<file path="src/rtl/rgb2hsv_pkg.sv">
// Shared constants for the RGB to HSV converter: FSM encodings, fixed-point
// unity, the 360-degree wrap threshold and the divider iteration count.
package rgb2hsv_pkg;

  localparam logic [2:0] ST_IDLE   = 3'd0;
  localparam logic [2:0] ST_MINMAX = 3'd1;
  localparam logic [2:0] ST_DIV_S  = 3'd2;
  localparam logic [2:0] ST_DIV_H  = 3'd3;
  localparam logic [2:0] ST_SCALE  = 3'd4;
  localparam logic [2:0] ST_DONE   = 3'd5;

  localparam logic [17:0] ONE      = 18'h10000;
  localparam logic [24:0] FULL_360 = 25'h1680000;
  localparam int          DIV_ITER = 17;

  typedef enum logic [1:0] {SRC_R, SRC_G, SRC_B} src_t;

endpackage

</file>
<file path="src/rtl/seq_div_u17.sv">
// Restoring divider: floor(num * 2^16 / den), one quotient bit per cycle, MSB first.
// The start edge resolves the first bit; done rises after the last of DIV_ITER steps.
module seq_div_u17
  import rgb2hsv_pkg::*;
(
  input  logic        clk,
  input  logic        rst,
  input  logic        start,
  input  logic [9:0]  num,
  input  logic [9:0]  den,
  output logic [16:0] quo,
  output logic        done
);

  logic [9:0]  rem;
  logic [9:0]  den_q;
  logic [4:0]  cnt;
  logic        busy;
  logic [10:0] trial;
  logic [10:0] diff;
  logic [9:0]  dsel;
  logic        qbit;
  logic [9:0]  rem_nxt;

  // Callers guarantee num <= den, so only the low dividend bits ever need
  // shifting in; after the first step they are all the zero fraction bits.
  always_comb begin
    trial   = start ? {1'b0, num} : {rem, 1'b0};
    dsel    = start ? den : den_q;
    diff    = trial - {1'b0, dsel};
    qbit    = (trial >= {1'b0, dsel});
    rem_nxt = qbit ? diff[9:0] : trial[9:0];
  end

  always_ff @(posedge clk or posedge rst) begin
    if (rst) begin
      rem   <= '0;
      den_q <= '0;
      quo   <= '0;
      cnt   <= '0;
      busy  <= 1'b0;
      done  <= 1'b0;
    end else if (start) begin
      rem   <= rem_nxt;
      den_q <= den;
      quo   <= {16'b0, qbit};
      cnt   <= 5'(DIV_ITER - 1);
      busy  <= 1'b1;
      done  <= 1'b0;
    end else if (busy) begin
      rem <= rem_nxt;
      quo <= {quo[15:0], qbit};
      cnt <= cnt - 5'd1;
      if (cnt == 5'd1) begin
        busy <= 1'b0;
        done <= 1'b1;
      end
    end
  end

endmodule

</file>
<file path="src/rtl/rgb2hsv.sv">
// Converts one 10-bit RGB sample to fixed-point HSV with a fixed 36-cycle latency;
// not pipelined: IN_READY is high only when idle, results wait for OUT_READY.
module rgb2hsv
  import rgb2hsv_pkg::*;
(
  input  logic        CLK,
  input  logic        RST,
  input  logic [9:0]  R,
  input  logic [9:0]  G,
  input  logic [9:0]  B,
  input  logic        IN_VALID,
  output logic        IN_READY,
  output logic [24:0] H,
  output logic [17:0] S,
  output logic [17:0] V,
  output logic        OUT_VALID,
  input  logic        OUT_READY
);

  logic [2:0]  state;
  logic [9:0]  r_q, g_q, b_q;
  logic [9:0]  mx_q, delta_q;
  src_t        src_q;
  logic [16:0] s_q;
  logic [24:0] hp_q;

  src_t        src;
  logic [9:0]  mx, mn, dl;
  logic [9:0]  opa, opb, absn;
  logic        pos;
  logic [24:0] base_pos, base_neg, f, hp, h60;

  logic        div_start, div_done;
  logic [9:0]  div_num, div_den;
  logic [16:0] div_quo;

  assign IN_READY = (state == ST_IDLE);

  always_comb begin
    src = SRC_R;
    mx  = r_q;
    if (r_q >= g_q && r_q >= b_q) begin
      src = SRC_R;
      mx  = r_q;
    end else if (g_q >= b_q) begin
      src = SRC_G;
      mx  = g_q;
    end else begin
      src = SRC_B;
      mx  = b_q;
    end
    mn = r_q;
    if (g_q < mn) mn = g_q;
    if (b_q < mn) mn = b_q;
    dl = mx - mn;
  end

  // Hue sector operands; the red sector wraps negative offsets around 6.
  always_comb begin
    opa      = g_q;
    opb      = b_q;
    base_pos = '0;
    base_neg = 25'(ONE) * 25'd6;
    case (src_q)
      SRC_G: begin
        opa      = b_q;
        opb      = r_q;
        base_pos = 25'(ONE) << 1;
        base_neg = 25'(ONE) << 1;
      end
      SRC_B: begin
        opa      = r_q;
        opb      = g_q;
        base_pos = 25'(ONE) << 2;
        base_neg = 25'(ONE) << 2;
      end
      default: ;
    endcase
    pos  = (opa >= opb);
    absn = pos ? (opa - opb) : (opb - opa);
    f    = {8'b0, div_quo};
    hp   = pos ? (base_pos + f) : (base_neg - f);
    h60  = (hp_q << 6) - (hp_q << 2);
  end

  assign div_start = (state == ST_MINMAX) || (state == ST_DIV_S && div_done);
  assign div_num   = (state == ST_MINMAX) ? dl : absn;
  assign div_den   = (state == ST_MINMAX) ? mx : delta_q;

  seq_div_u17 u_div (
    .clk   (CLK),
    .rst   (RST),
    .start (div_start),
    .num   (div_num),
    .den   (div_den),
    .quo   (div_quo),
    .done  (div_done)
  );

  always_ff @(posedge CLK or posedge RST) begin
    if (RST) begin
      state     <= ST_IDLE;
      r_q       <= '0;
      g_q       <= '0;
      b_q       <= '0;
      mx_q      <= '0;
      delta_q   <= '0;
      src_q     <= SRC_R;
      s_q       <= '0;
      hp_q      <= '0;
      H         <= '0;
      S         <= '0;
      V         <= '0;
      OUT_VALID <= 1'b0;
    end else begin
      case (state)
        ST_IDLE: begin
          if (IN_VALID) begin
            r_q   <= R;
            g_q   <= G;
            b_q   <= B;
            state <= ST_MINMAX;
          end
        end
        ST_MINMAX: begin
          mx_q    <= mx;
          delta_q <= dl;
          src_q   <= src;
          state   <= ST_DIV_S;
        end
        ST_DIV_S: begin
          if (div_done) begin
            s_q   <= div_quo;
            state <= ST_DIV_H;
          end
        end
        ST_DIV_H: begin
          if (div_done) begin
            hp_q  <= hp;
            state <= ST_SCALE;
          end
        end
        ST_SCALE: begin
          // Black and gray leave the divider with a zero divisor; its result is discarded.
          H         <= (delta_q == 10'd0 || h60 >= FULL_360) ? 25'd0 : h60;
          S         <= (mx_q == 10'd0) ? 18'd0 : {1'b0, s_q};
          V         <= {2'b0, mx_q, 6'b0};
          OUT_VALID <= 1'b1;
          state     <= ST_DONE;
        end
        ST_DONE: begin
          if (OUT_READY) begin
            OUT_VALID <= 1'b0;
            state     <= ST_IDLE;
          end
        end
        default: state <= ST_IDLE;
      endcase
    end
  end

endmodule
</file>
<file path="config.mk">
export PLATFORM = sky130hd
export DESIGN_NAME = rgb2hsv
export DESIGN_NICKNAME = d
export VERILOG_FILES = /design/src/rtl/rgb2hsv_pkg.sv /design/src/rtl/seq_div_u17.sv /design/src/rtl/rgb2hsv.sv
export SDC_FILE = /design/constraint.sdc
export NUM_CORES = 1
export LEC_CHECK = 0
export CAP_MARGIN = 5
export CORE_ASPECT_RATIO = 1.75
export CORE_MARGIN = 3
export CORE_UTILIZATION = 45
export CTS_CLUSTER_DIAMETER = 80
export DETAILED_ROUTE_END_ITERATION = 8
export PLACE_DENSITY = 0.67
export SLEW_MARGIN = 20
export SYNTH_ARGS = -nofsm -noshare
export SYNTH_HDL_FRONTEND = slang
export SYNTH_SLANG_ARGS = --single-unit
</file>
<file path="constraint.sdc">
create_clock -name CLK -period 6.72 [get_ports CLK]
set_input_delay 1.344 -clock CLK [delete_from_list [all_inputs] [get_ports CLK]]
set_output_delay 1.344 -clock CLK [all_outputs]
set_load 0.01 [all_outputs]
</file>
## Word-level counts from Yosys, hierarchy flattened

Index checks and enable logic that the tools add are counted.

| word-level totals | value |
|---|---|
| bits of input ports | 34 |
| word-level logic and storage cells | 101 |
| register bits | 193 |
| output and inout port bits | 63 |

| cells by class | value |
|---|---|
| multiplexer cells | 38 |
| reductions and logical operators | 16 |
| equality and inequality tests | 12 |
| $lt $le $gt $ge | 8 |
| $add $sub $neg | 8 |

Operator list:

| cell | number |
|---|---|
| 10-bit 2-to-1 mux | 11 |
| 19-bit one-hot mux with 2 select lines | 2 |
| 17-bit 2-to-1 mux | 3 |
| 10-bit greater-or-equal comparator | 4 |
| 10-bit one-hot mux with 2 select lines | 2 |
| 10-bit subtractor | 4 |
| 25-bit greater-or-equal comparator, second input constant | 1 |
| 25-bit 2-to-1 mux | 1 |
| 25-bit subtractor | 1 |
| 23-bit 2-to-1 mux | 1 |
| 19-bit by 17-bit adder with 20-bit output | 1 |
| 10-bit logical NOT | 2 |
| 10-bit less-than comparator | 2 |
| 19-bit by 17-bit subtractor with 20-bit output | 1 |
| 3-bit one-hot mux with 6 select lines | 1 |
| 3-bit 2-to-1 mux | 4 |
| 11-bit by 10-bit greater-or-equal comparator with 1-bit output | 1 |
| 11-bit 2-to-1 mux | 1 |
| 5-bit 2-to-1 mux | 2 |
| 2-bit AND reduction | 5 |
| 1-bit 2-to-1 mux | 7 |
| 3-bit by 2-bit == test with 1-bit output, second input constant | 2 |
| 3-bit == test, second input constant | 2 |
| 2-bit nonzero test | 3 |
| other kinds (13) | 18 |

## Depth between registers and ports, before layout

Gate-level depths: netlist of the first run.

| logic depth | value |
|---|---|
| depth in word-level cells | 11 |
| mapped depth | 38 |
| gate-level depth less buffers | 34 |

## Cells and area by module

Synthesis of the first run repeated with hierarchy kept, for this count alone.

| second synthesis, totals | value |
|---|---|
| cell total of the unflattened synthesis | 1369 |
| area total of the unflattened synthesis | 12572.1 µm² |

Modules (own cells, without submodules):

| module | instances | cells an instance | area an instance (µm²) |
|---|---|---|---|
| rgb2hsv | 1 | 1130 | 10131.0 |
| seq_div_u17 | 1 | 239 | 2441.1 |

## Least setup slack after synthesis of the first run

Ideal clock, no wire load.

| timing | value |
|---|---|
| path type | flip-flop to flip-flop |
| start | reg r_q[5] |
| end | reg u_div.rem[9] |
| stages on the path, launching flop included | 36 |
| data required time | 6.591 ns |
| path slack | -0.677 ns |
| data arrival time | 7.268 ns |
| buffers on the path | 4 |
| library setup time | 0.129 ns |
| period minus slack after synthesis | 7.397 ns |
| path through | dfrtp_1 -> inv_1 -> ha_1 -> a21oi_1 -> o21ai_1 -> a2111oi_2 -> clkbuf_1 -> buf_1 -> a21oi_1 -> ha_1 -> a41o_1 -> a211oi_1 -> o21ai_0 -> o41ai_2 -> buf_2 -> mux2i_1 -> ha_1 -> inv_1 -> fa_1 -> a21o_1 -> a21oi_1 -> o21bai_1 -> a21oi_1 -> o21ai_0 -> xnor2_1 -> nor2_1 -> a221o_1 -> ha_1 -> a21o_1 -> a21oi_1 -> nand3_1 -> a21oi_1 -> clkbuf_1 -> nor2_1 -> a32oi_1 -> o31ai_1 |

| between the ends | value |
|---|---|
| longest elaborated chain between the ends | 11 |
| elaborated cells between the ends (all ways) | 24 |

RTL lines:

| what | RTL line | text |
|---|---|---|
| from (decl) | rgb2hsv.sv:21 | `logic [9:0] r_q, g_q, b_q;` |
| from (signal assigned) | rgb2hsv.sv:103 | `r_q <= '0;` |
| from (signal assigned) | rgb2hsv.sv:119 | `r_q <= R;` |
| 10-bit less-than comparator | rgb2hsv.sv:53 | `if (g_q < mn) mn = g_q;` |
| 10-bit 2-to-1 mux | rgb2hsv.sv:53 |  |
| 10-bit less-than comparator | rgb2hsv.sv:54 | `if (b_q < mn) mn = b_q;` |
| 10-bit 2-to-1 mux | rgb2hsv.sv:54 |  |
| 10-bit subtractor | rgb2hsv.sv:55 | `dl = mx - mn;` |
| 10-bit 2-to-1 mux | rgb2hsv.sv:87 | `assign div_num = (state == ST_MINMAX) ? dl : absn;` |
| 11-bit 2-to-1 mux | seq_div_u17.sv:28 | `trial = start ? {1'b0, num} : {rem, 1'b0};` |
| 10-bit subtractor / 11-bit by 10-bit greater-or-equal comparator with 1-bit output (equally long branches) | seq_div_u17.sv:30, seq_div_u17.sv:31 |  |
| 10-bit 2-to-1 mux (*) | seq_div_u17.sv:32 | `rem_nxt = qbit ? diff[9:0] : trial[9:0];` |
| 10-bit 2-to-1 mux | seq_div_u17.sv:50 | `end else if (busy) begin` |
| 10-bit 2-to-1 mux (*) | seq_div_u17.sv:43 | `end else if (start) begin` |
| to (signal assigned) | seq_div_u17.sv:44 | `rem <= rem_nxt;` |
| to (signal assigned) | seq_div_u17.sv:51 | `rem <= rem_nxt;` |
| to (decl) | seq_div_u17.sv:15 | `logic [9:0] rem;` |

Every way passes the cells marked *; elsewhere a longest branch is shown, timed or not. The select of a mux whose other input is x is not followed.
A chain may end at the register's enable or synchronous reset.

## Worst setup path in the final report of the first run

| timing | value |
|---|---|
| start | reg g_q[9] |
| end | reg u_div.rem[8] |

| between the ends | value |
|---|---|
| longest elaborated chain between the ends | 11 |
| elaborated cells between the ends (all ways) | 25 |

RTL lines:

| what | RTL line | text |
|---|---|---|
| from (decl) | rgb2hsv.sv:21 |  |
| from (signal assigned) | rgb2hsv.sv:104 | `g_q <= '0;` |
| from (signal assigned) | rgb2hsv.sv:120 | `g_q <= G;` |
| 10-bit less-than comparator | rgb2hsv.sv:53 |  |
| 10-bit 2-to-1 mux | rgb2hsv.sv:53 |  |
| 10-bit less-than comparator | rgb2hsv.sv:54 |  |
| 10-bit 2-to-1 mux | rgb2hsv.sv:54 |  |
| 10-bit subtractor | rgb2hsv.sv:55 |  |
| 10-bit 2-to-1 mux | rgb2hsv.sv:87 |  |
| 11-bit 2-to-1 mux | seq_div_u17.sv:28 |  |
| 10-bit subtractor / 11-bit by 10-bit greater-or-equal comparator with 1-bit output (equally long branches) | seq_div_u17.sv:30, seq_div_u17.sv:31 |  |
| 10-bit 2-to-1 mux (*) | seq_div_u17.sv:32 |  |
| 10-bit 2-to-1 mux | seq_div_u17.sv:50 |  |
| 10-bit 2-to-1 mux (*) | seq_div_u17.sv:43 |  |

Marks and branches as above.

==> results.ini, run 1 <==
[synth]
ys_seq_area_share_pct = 38.11
synth_edf_count = 0
ys_types = 71
synth_area_um2 = 12280
ys_ff_latch = 187
syn_inst = 1387
ys_dominant_reg_cell = dfrtp_1
ys_warn_count = 0
async_flop_share_pct = 100.0
syn_avg_cell_area_um2 = 8.852

[sta]
max_freq_mhz = 147.3
final.setup_skew_ns = 0.01108
setup_violations = 5
finalSetupTns_ns = -0.1757
period_needed_ns = 6.788
max_slew.worst_pin.slew_ns = 1.041
layout_setup_ws_ns = -0.06848
slew_headroom_pct = 30.36
fin_crit_sh_pct = 101.0
rsz0062_at_grt = true
finalHoldViolations = 0
finalMaxSlewViolations = 0

[place]
gp_congestion = 0.9468
placed_cells_incl_taps = 1831
port_buffers = 85
hpwl_mm = 25.86
place_area_um2 = 14090

[floorplanning]
fp.dieH_um = 224.5
die-area_um2 = 29380
die_x_um = 130.9
ios = 97
core_area_um2 = 26690
start_util_pct = 46.01
rows = 79

[layout]
drive_gt1_share_pct = 18.79
layout.cells.most_common_list = nand2_1, dfrtp_1, o21ai_0, buf_4, ha_1
final_common_cell = nand2_1
finalNonFillerCells = 1883
antenna_cells = 0
nNetsFinal = 1687
area_delta_synth_final_pct = 24.88
design_area_um2 = 15330

[critical_path]
cp_num_cells = 32
crit_slowest_cell = dfrtp_1
cp_num_buf_inv = 6
path_max_fanout = 8
reg2reg_depth = 32
worstSetupEndpointType = flop
rrSetupSlack_ns = -0.07
worst_path_dominant_cell_family = compound AO/OA/AOI/OAI gates
crit_type = flop to flop
crit_required_ns = 7.06
cp_common_cell = buf_6
critPathMaxStageDelay_ns = 0.41
arrival_ns = 7.12
cp-start-kind = flop

[global_route]
grt_first_pass_wirelength_mm = 53.44
grt_usage_pct = 23.32
overflow = 0
grt_pass1_vias = 10670
grt_max_degree = 86
antenna_found_initial = 0

[routing]
vias = 10630
viasPerCell = 5.647
firstDrtPassIters = 5
drt_iter0_drc = 544
final_antenna_net_count = 0
wl_mm = 34.11
wl_per_cell_um = 18.12
drc = 0

[hold_path]
hp-class = flop to flop
whs_path_depth = 2

[clock_network]
clk_latency_ns = 0.46
numCtsBuffers = 17
clockRootBuffer = clkbuf_16
cts_sinks = 187
clk_pin_slew_ns = 0.08
clk_path_buf_depth = 2
postCtsHoldBufs = 0
htreeDepth = 4
cts_tree = built

[run_status]
violations = setup timing
status = finished, violations left

[job]
max_cap_violations = 0

==> metal layers <==
| metal | track usage [%] | part of all wire (%) | vias to the layer above | routed length [um] |
|---|---|---|---|---|
| li1 | - | - | 5141 | - |
| met1 | 23.36 | 35 | 5095 | 11990 |
| met2 | 43.41 | 55 | 294 | 18850 |
| met3 | 3.897 | 3.0 | 103 | 1015 |
| met4 | 14.45 | 6.6 | 0 | 2256 |
| met5 | 0 | 0 | - | 0 |
==> synthesized netlist by cell type (6+ instances only) <==
cell type,count,share of area [%]
nand2_1,231,7.1
mux2_2,32,2.9
ha_1,103,10
nor3_1,12,0.49
xor2_1,30,2.1
or3_1,8,0.41
nor2b_1,8,0.41
and3_1,12,0.61
nand3_1,15,0.61
a21oi_1,74,3.0
o21a_1,7,0.43
a211oi_1,7,0.43
nor2_1,86,2.6
dfrtp_1,187,38
o31ai_1,7,0.43
buf_4,11,0.67
clkbuf_1,58,1.8
a21o_1,24,1.5
nand2b_1,7,0.36
inv_1,91,2.8
o21bai_1,8,0.49
a22o_1,20,1.4
o211ai_1,6,0.37
o21ai_0,125,5.1
a31oi_1,15,0.76
mux2i_1,50,4.1
nand4_1,12,0.61
a22oi_1,21,1.3
xnor2_1,31,2.2
buf_1,6,0.18
a31o_2,12,0.86
==> per-stage QoR <==
stage               utilization, %  hold WS [ns]  setup slack (ns)
floorplan                        -        0.4460         0.0009543
CTS                          55.75        0.4855          0.007928
global placement             52.80        0.4603           -0.1148
finish                       57.45        0.4770          -0.06848
global route                 57.45        0.5045           -0.2763
detailed placement           52.80        0.4652           -0.2973
==> final timing paths <==
kind / startpoint / to
min reg2reg: H[15] / H[15]
max reg2reg: g_q[9] / u_div.rem[8]
max: g_q[9] / u_div.rem[8]
max in group asynchronous: RST / s_q[15]
min in group asynchronous: RST / V[14]
min: H[15] / H[15]
==> sequential cells by signal, indices dropped and copies added, names as in the netlist, 17 cells and up <==
name,count
hp_q,20
S,17
u_div.quo,17
s_q,17
H,23
==> cell families (layout without fill, tap and decap cells) <==
kind of cell | Yosys count | in the layout | synth area share [%]
and+or+nand+nor | 418 | 418 | 14.88
AOI/OAI and AO/OA | 361 | 361 | 18.79
DFF | 187 | 187 | 38.11
buffers and inverters | 170 | 332 | 5.676
adders and majority gates | 107 | 107 | 11.15
muxes | 82 | 82 | 7.011
xor gates and xnor gates | 61 | 61 | 4.351
other | 1 | 11 | 0.03054
==> tightest hold or removal path, cell delays in order (launching register included) <==
cell and delay (ns):
dfrtp_1 0.34, nand2_1 0.04, o21ai_0 0.06
==> what timing repair did <==
action / in CTS / in global routing
setup buffers: 9 / 10
setup endpoints to repair: 11 / 11
resized for setup: 23 / 76
pin swaps: 16 / 49
gates cloned: 0 / 1
==> final cells by class <==
class | instances | area, um^2
Fill cell | 2390 | 11360
Multi-Input combinational cell | 1040 | 7445
Sequential cell | 187 | 4679
Timing Repair Buffer | 209 | 1841
Clock buffer | 17 | 425.4
Tap cell | 324 | 405.4
Inverter | 91 | 346.6
Clock inverter | 15 | 190.2
Power of run 1 is left out: the tool's default activity adds up to more than one toggle a clock period on the data nets, which glitch-free logic cannot reach.
==> inputs of run 2 (changes only) <==
--- a/config.mk
+++ b/config.mk
@@ -15,4 +15,5 @@
 export SLEW_MARGIN = 20
 export SYNTH_ARGS = -nofsm -noshare
 export SYNTH_HDL_FRONTEND = slang
+export SYNTH_HIERARCHICAL = 1
 export SYNTH_SLANG_ARGS = --single-unit
==> results.ini, run 2 <==
[critical_path]
rrSetupSlack_ns = 0.30
worstSetupEndpointType = flop
path_max_fanout = 5
crit_slowest_cell = or4_1
critPathMaxStageDelay_ns = 0.49
reg2reg_depth = 35
cp-start-kind = flop
cp_num_buf_inv = 4
cp_num_cells = 35
crit_required_ns = 7.10
worst_path_dominant_cell_family = compound AO/OA/AOI/OAI gates
arrival_ns = 6.80
crit_type = flop to flop

[clock_network]
clk_pin_slew_ns = 0.08
postCtsHoldBufs = 0
htreeDepth = 4
clockRootBuffer = clkbuf_16
numCtsBuffers = 17
clk_path_buf_depth = 2
clk_latency_ns = 0.45
cts_sinks = 187
cts_tree = built

[synth]
synth.area.top_cells = dfrtp_1, ha_1, nand2_1
post-synth-top-count-cell = dfrtp_1
yosys.area.top_type = dfrtp_1
synth_common_cells = dfrtp_1, nand2_1, o21ai_0, ha_1, inv_1
syn_avg_cell_area_um2 = 9.183
ys_ff_latch = 187
ys_types = 79
ys_warn_count = 6
async_flop_share_pct = 100.0
syn_inst = 1369
synth_area_um2 = 12570
synth-compound-area-share_pct = 19.27
synthAdderAreaFrac_pct = 10.89
synth_edf_count = 0
ys_dominant_reg_cell = dfrtp_1
synth_top_family_by_area = compound AO/OA/AOI/OAI gates
synth_xor_xnor_area_share_pct = 4.369
synth_top_area_share_pct = 37.22
ys_seq_area_share_pct = 37.22
synth_mux_area_share_pct = 9.524
synth-simple-area-share_pct = 12.84

[routing]
final_antenna_net_count = 0
firstDrtPassIters = 5
wl_mm = 33.41
viasPerCell = 5.526
vias = 10380
drt_iter0_drc = 491
wl_per_cell_um = 17.79
drc = 0

[run_status]
status = complete, no violations

[floorplanning]
ios = 97
fp.dieH_um = 227.1
core_area_um2 = 27430
die_x_um = 132.4
rows = 80
start_util_pct = 45.84
die-area_um2 = 30060

[layout]
regMostFlops = H
area_delta_synth_final_pct = 19.18
drive_gt1_share_pct = 16.37
reg_top3 = H (23), hp_q (20)
largest_reg_flops = 23
nFillCells = 2560
layout.cells.most_common_list = dfrtp_1, nand2_1, o21ai_0, inv_1, ha_1
nNetsFinal = 1637
antenna_cells = 0
final_common_cell = dfrtp_1

[global_route]
antenna_found_initial = 0
grt_pass1_vias = 10720
overflow = 0
grt_max_degree = 60
grt_first_pass_wirelength_mm = 54.63
grt_usage_pct = 22.80

[sta]
max_slew.worst_pin.slew_ns = 1.102
rsz0062_at_grt = true
period_needed_ns = 6.417
fin_crit_sh_pct = 95.48
slew_headroom_pct = 26.27
finalMaxSlewViolations = 0
finalHoldViolations = 0
final.setup_skew_ns = 0.009028
setup_violations = 0
max_freq_mhz = 155.8
hold-worst-slack_ns = 0.4765
finalSetupTns_ns = 0

[hold_path]
hp-class = flop to flop
whs_path_depth = 2

[job]
max_cap_violations = 0

[place]
port_buffers = 85
hpwl_mm = 26.31
gp_congestion = 0.9223

==> run 2: changes by cell type in the layout (fill, tap and decap cells not counted), moves of 7 or more <==
cell / before / now
ha_1: 86 / 98
mux2i_1: 50 / 58
buf_4: 113 / 85
a31o_2: 12 / 0
buf_6: 9 / 2
mux2_2: 29 / 51
a31oi_1: 15 / 8
o31ai_2: 1 / 17
inv_1: 82 / 98
nand2_1: 229 / 172
ha_4: 14 / 3
==> run 2: kinds of logic after synthesis <==
| group | count (synthesis) |
|---|---|
| AOI/OAI and AO/OA | 366 |
| and+or+nand+nor | 358 |
| DFF | 187 |
| buffers and inverters | 176 |
| muxes | 113 |
| adders and majority gates | 107 |
| xor gates and xnor gates | 61 |
| other | 1 |
==> run 2: per-stage QoR <==
step | util [%] | setup slack, ns | instance area (um^2) | std cells
after global placement | 51.72 | -0.003627 | 14180 | 1836
after detailed placement | 51.72 | -0.1951 | 14180 | 1836
after global routing | 54.63 | -0.09693 | 14980 | 1878
after floorplan | - | 0.06145 | 12620 | 1379
after CTS | 53.92 | 0.006930 | 14790 | 1869
final | 54.63 | 0.3034 | 14980 | 1878
==> run 2: tightest hold or removal path, stage by stage, from the launching register on <==
cell and delay (ns):
dfrtp_1 0.35, nand2_1 0.05, nand2_1 0.05
==> run 2: layout make-up <==
cell class | instances | area, um^2 | area share [%]
sequential | 187 | 4679 | 31.23
tap | 369 | 461.7 | 3.081
clock inverter | 14 | 141.4 | 0.9436
timing repair buffer | 172 | 1511 | 10.09
clock buffer | 18 | 429.2 | 2.864
inverter | 102 | 387.9 | 2.589
multi-input combinational | 1016 | 7372 | 49.20
==> run 2: path summary, 6_finish.rpt <==
path                            from           end
max                           r_q[7]  u_div/rem[0]
min                        OUT_VALID     OUT_VALID
max reg2reg                   r_q[7]  u_div/rem[0]
min reg2reg                OUT_VALID     OUT_VALID
max in group asynchronous        RST         S[14]
min in group asynchronous        RST        s_q[7]
==> run 2: timing repair <==
action | CTS | global route
pin swaps | 3 | 25
resized for setup | 6 | 38
setup buffers | 1 | 9
endpoints found under the setup margin | 11 | 11
hold endpoints to repair | 0 | 0
==> run 2: metal layers <==
layer  wire [um]  vias up  GRT usage (%)
met5           0        -              0
met1       11740     5003          22.36
met3         847       89          2.963
met4        1638        0          11.38
li1            -     5056              -
met2       19190      230          46.10
Power of run 2 is left out for the same reason.
